File: src/rtl/mem_responder.sv
// Memory responder: captures a single rd/wr request, services it from a word array after
// WAIT_STATES cycles, and pulses ready once per request level; simultaneous rd+wr flags err.
module mem_responder #(
  parameter int AWIDTH      = 5,
  parameter int DWIDTH      = 8,
  parameter int WAIT_STATES = 2
) (
  input  logic              clk,
  input  logic              rst,
  input  logic              mem_rd,
  input  logic              mem_wr,
  input  logic [AWIDTH-1:0] addr,
  input  logic [DWIDTH-1:0] wr_data,
  output logic [DWIDTH-1:0] rd_data,
  output logic              ready,
  output logic              busy,
  output logic              err
);

  typedef enum logic [1:0] {S_IDLE, S_WAIT, S_ACK, S_HOLD} state_t;

  state_t              r_state;
  state_t              w_next;
  logic [3:0]          r_cnt;
  logic [3:0]          w_cnt_nxt;
  logic                r_op_wr;
  logic [AWIDTH-1:0]   r_addr;
  logic [DWIDTH-1:0]   r_wdat;
  logic [DWIDTH-1:0]   r_rd_data;
  logic                r_ready;
  logic                r_err;
  logic                w_capture;
  logic                w_access;
  logic                w_err_nxt;
  logic                w_acc_wr;
  logic [AWIDTH-1:0]   w_acc_addr;
  logic [DWIDTH-1:0]   w_acc_dat;
  logic [DWIDTH-1:0]   r_mem [2**AWIDTH];

  always_ff @(posedge clk) begin
    if (rst) begin
      r_state <= S_IDLE;
      r_cnt   <= 4'd0;
    end else begin
      r_state <= w_next;
      r_cnt   <= w_cnt_nxt;
    end
  end

  // With zero wait states the access happens at the capture edge, so it must use the live inputs.
  always_comb begin
    w_next     = r_state;
    w_cnt_nxt  = r_cnt;
    w_capture  = 1'b0;
    w_access   = 1'b0;
    w_err_nxt  = 1'b0;
    w_acc_wr   = r_op_wr;
    w_acc_addr = r_addr;
    w_acc_dat  = r_wdat;
    case (r_state)
      S_IDLE: begin
        if (mem_rd ^ mem_wr) begin
          w_capture  = 1'b1;
          w_acc_wr   = mem_wr;
          w_acc_addr = addr;
          w_acc_dat  = wr_data;
          if (WAIT_STATES == 0) begin
            w_access = 1'b1;
            w_next   = S_ACK;
          end else begin
            w_cnt_nxt = 4'(WAIT_STATES);
            w_next    = S_WAIT;
          end
        end else if (mem_rd && mem_wr) begin
          w_err_nxt = 1'b1;
        end
      end
      S_WAIT: begin
        w_cnt_nxt = r_cnt - 4'd1;
        if (r_cnt == 4'd1) begin
          w_access = 1'b1;
          w_next   = S_ACK;
        end
      end
      S_ACK: begin
        w_next = (mem_rd || mem_wr) ? S_HOLD : S_IDLE;
      end
      S_HOLD: begin
        if (!mem_rd && !mem_wr) w_next = S_IDLE;
      end
      default: w_next = S_IDLE;
    endcase
  end

  always_ff @(posedge clk) begin
    if (rst) begin
      r_op_wr   <= 1'b0;
      r_addr    <= '0;
      r_wdat    <= '0;
      r_rd_data <= '0;
      r_ready   <= 1'b0;
      r_err     <= 1'b0;
    end else begin
      r_ready <= w_access;
      r_err   <= w_err_nxt;
      if (w_capture) begin
        r_op_wr <= mem_wr;
        r_addr  <= addr;
        r_wdat  <= wr_data;
      end
      if (w_access && !w_acc_wr) r_rd_data <= r_mem[w_acc_addr];
    end
  end

  // Array is not reset; rst still suppresses a write that would land on the reset edge.
  always_ff @(posedge clk) begin
    if (!rst && w_access && w_acc_wr) r_mem[w_acc_addr] <= w_acc_dat;
  end

  assign rd_data = r_rd_data;
  assign ready   = r_ready;
  assign err     = r_err;
  assign busy    = (r_state != S_IDLE);

endmodule

File: config.mk
export PLATFORM = sky130hd
export DESIGN_NAME = mem_responder
export DESIGN_NICKNAME = d
export VERILOG_FILES = /design/src/rtl/mem_responder.sv
export SDC_FILE = /design/constraint.sdc
export NUM_CORES = 1
export LEC_CHECK = 0
export BUFFER_PORTS_ARGS = -buffer_cell sky130_fd_sc_hd__clkbuf_2
export CELL_PAD_IN_SITES_DETAIL_PLACEMENT = 1
export CELL_PAD_IN_SITES_GLOBAL_PLACEMENT = 2
export CORE_ASPECT_RATIO = 1.25
export CORE_UTILIZATION = 49
export CTS_BUF_LIST = sky130_fd_sc_hd__clkbuf_16
export DETAILED_ROUTE_END_ITERATION = 8
export PLACE_DENSITY_LB_ADDON = 0.1
export SYNTH_ARGS = -nofsm -noshare
export SYNTH_HDL_FRONTEND = slang
export SYNTH_SLANG_ARGS = --single-unit
File: constraint.sdc
create_clock -name clk -period 5.59 [get_ports clk]
set_input_delay 0.559 -clock clk [delete_from_list [all_inputs] [get_ports clk]]
set_output_delay 0.559 -clock clk [all_outputs]
set_load 0.02 [all_outputs]
==> results.yml <==
status:
  status: "finished, final reports clean"
critical_path:
  r2r-start: "r_state[1]$_SDFFE_PP0P_"
  crit_type: "input pin to register"
  worst_setup_path_start_kind: "input pin"
  path_cells: "clkbuf_2, inv_1, ha_1, nor3b_4, mux2_2, a2111oi_0, a211o_1, nor4_1, a311oi_1"
  cp_num_cells: 9
  path_max_fanout: 41
  cp.required_ns: 6.03
  ff2ff_path_depth: 6
  critPathCaptureType: "register"
  critPathArrivalTime_ns: 4.33
  critical_path.max_stage_delay_ns: 1.10
  cp_top_family: "compound AO/OA/AOI/OAI gates"
  r2r_slack_ns: 1.81
  cp_slowest_cell: "a2111oi_0"
  reg2reg_to: "rd_data[3]$_SDFFE_PP0P_"
  crit_buf_inv: 2
routing:
  via_per_inst: 6.456
  detail_route.wl_per_cell_microns: 30.07
  drt_first_iter_violations: 584
  routed_wl_mm: 39.00
  drc: 0
  drtAntennaViolNets: 0
  dr.pass1.iters: 5
  dr_total_vias: 8374
synth:
  yosysTopAreaCell: "edfxtp_1"
  synth_area_leaders: "edfxtp_1 (59%), mux2i_1 (7.4%), mux4_2 (5.7%)"
  ys_types: 55
  synthTopCellsByCount: "edfxtp_1 (256), mux2i_1 (96), nand2_1 (84)"
  ys.flop_type: "edfxtp_1"
  synth-seq-cells: 286
  syn_nets: 939
  yosysWarnings: 0
  syn_inst: 918
  synthArstFlopShare_pct: 0
  synth.most_common_cell: "edfxtp_1"
  yosysSeqAreaShare_pct: 63.80
  synth_area_per_cell_sq_um: 14.15
  netlist_area_sq_um: 12990
  synth-edff-count: 256
  synth.top_cell.area_share_pct: 59.18
die:
  ios: 28
  die_x_microns: 147.6
  rows: 66
  dieArea_sq_um: 27170
  core_sq_um: 26010
  start_util_pct: 49.94
  fp.dieH_microns: 184.0
placed_design:
  place_inst: 1244
  placed_cell_area_sq_um: 13470
  dp_hpwl_mm: 25.62
  place.gp.congestion: 0.8519
  io_buffers: 27
power_and_ir_drop:
  seq_power_share_pct: 48.1
  ir_drop_mv: 0.2885
  cellLeakagePower_nw: 4.763
  intPower_w: 0.003768
  power.density_nw_per_um2: 349.5
  p_sw_w: 0.001282
  switching_share_pct: 25.38
  clkPwrFrac_pct: 39.7
  power_frac_comb_pct: 12.2
worst_hold_path:
  hold_depth: 3
  hold_path_end: "r_wdat[6]$_SDFFE_PP0P_"
  hold_class: "input pin to register"
  hp-start: "wr_data[6]"
cts:
  hold_buffers: 0
  htreeDepth: 1
  cts_buffers: 29
  root_buffer: "clkbuf_16"
  insertion_delay_ns: 0.55
  clkTransAtPathRegs_ns: 0.06
  cts_resized: 0
  cts_tree: "yes"
  cts_max_path_buffers: 3
  post_cts_buffers: 0
  clock_sinks: 286
sta:
  grt_setup_unrepaired: "no"
  clock_skew_ns: 0.01295
  finalSetupViolCount: 0
  fin_crit_sh_pct: 69.47
  finalHoldViolations: 0
  maxSlewHeadroom_pct: 21.59
  worst_pin_slew_ns: 1.146
  period_needed_ns: 3.883
  setup-tns-final_ns: 0
  maxClockFrequency_mhz: 257.5
  drv_slew: 0
layout:
  fin_cells: 1297
  layout.nets: 956
  n_antenna_cell: 0
  area_delta_synth_final_pct: 11.23
  fillers: 2482
  design_area_sq_um: 14450
  drive_gt1_share_pct: 19.75
global_route:
  grt_antenna_before_repair: 1
  overflow: 0
  grt_pass1_vias: 8575
  grt_pass1_wl_mm: 57.88
  grt_max_degree: 59
  grt_usage_pct: 29.48
run:
  drv_cap: 0
-- state kept, by name (all words and copies together), names as in the netlist --
name / cells
r_state: 2
r_cnt: 4
r_addr: 5
err: 1
r_wdat: 8
r_op_wr: 1
r_mem: 256
ready: 1
rd_data: 8
-- worst min-delay path, stage by stage --
cell	delay [ns]
clkbuf_2	0.08
nand2_1	0.08
a21oi_1	0.06
-- layer usage --
layer	vias up	share of wire [%]	GRT usage, %
li1	3610	-	-
met1	4372	42	39.29
met2	315	50	50.00
met3	75	5.5	3.672
met4	2	3.2	9.897
met5	-	0.033	0
-- final cells by class --
| cell class | instances | area, sq um | area share [%] |
|---|---|---|---|
| flip-flops and latches | 286 | 8293 | 57.40 |
| multi-input cells | 567 | 4448 | 30.78 |
| clock buffers | 29 | 725.7 | 5.022 |
| well taps | 340 | 425.4 | 2.944 |
| repair buffers | 47 | 285.3 | 1.974 |
| clock inverters | 24 | 256.5 | 1.775 |
| inverters | 4 | 15.01 | 0.1039 |
-- cells in the final DEF (no fill, tap or decap), types with 8 or more instances in the layout --
cell type,Yosys,layout
o21ai_0,15,15
nand2_2,0,8
buf_4,2,20
mux2_2,44,44
nor2_1,71,71
a2111oi_0,11,11
mux4_2,33,33
nand3_1,20,20
nor2b_1,16,16
o22ai_1,12,12
clkbuf_2,0,27
dfxtp_1,30,28
a21oi_1,40,40
inv_1,4,9
edfxtp_1,256,256
nor3_1,19,19
nand2_1,84,76
a211oi_1,15,15
a31oi_1,8,8
mux2i_1,96,95
nor4_1,13,13
clkbuf_16,0,29
-- through the flow --
| stage | setup slack [ns] | util [%] | power [W] | hold slack [ns] |
|---|---|---|---|---|
| after floorplan | 2.307 | - | 0.002849 | 0.4443 |
| after global placement | 1.356 | 51.77 | 0.003070 | 0.4703 |
| after detailed placement | 1.195 | 51.77 | 0.003086 | 0.4835 |
| after CTS | 1.771 | 55.55 | 0.005066 | 0.2644 |
| after global routing | 1.387 | 55.55 | 0.005178 | 0.2841 |
| final | 1.707 | 55.55 | 0.005050 | 0.2804 |
-- power by group through the flow --
stage | clock [W] | sequential, W | combinational (W)
floorplan | 0 | 0.00245 | 0.000398
global placement | 0 | 0.00247 | 0.000598
detailed placement | 0 | 0.00247 | 0.000613
CTS | 0.00202 | 0.00243 | 0.000615
global route | 0.00209 | 0.00243 | 0.000654
finish | 0.00201 | 0.00243 | 0.000617
-- logic make-up (layout without fill, tap and decap cells) --
| family | after synthesis | in the layout | share of synthesized area, % |
|---|---|---|---|
| buf+inv | 65 | 104 | 2.273 |
| simple gates | 254 | 254 | 9.411 |
| fa+ha+maj | 4 | 4 | 0.3853 |
| mux | 177 | 177 | 17.41 |
| compound gates | 132 | 132 | 6.723 |
| flops | 286 | 286 | 63.80 |
-- worst max path at each step --
stage                               to  slack [ns]   start
4_1_cts        rd_data[0]$_SDFFE_PP0P_        1.77  mem_wr
3_3_place_gp   rd_data[6]$_SDFFE_PP0P_        1.36  mem_wr
2_1_floorplan    r_mem[4][0]$_DFFE_PP_        2.31  mem_rd
3_5_place_dp   rd_data[0]$_SDFFE_PP0P_        1.20  mem_wr
5_1_grt        rd_data[0]$_SDFFE_PP0P_        1.39  mem_wr
6_report       rd_data[3]$_SDFFE_PP0P_        1.71  mem_wr
(Power assumes the default switching activity.)
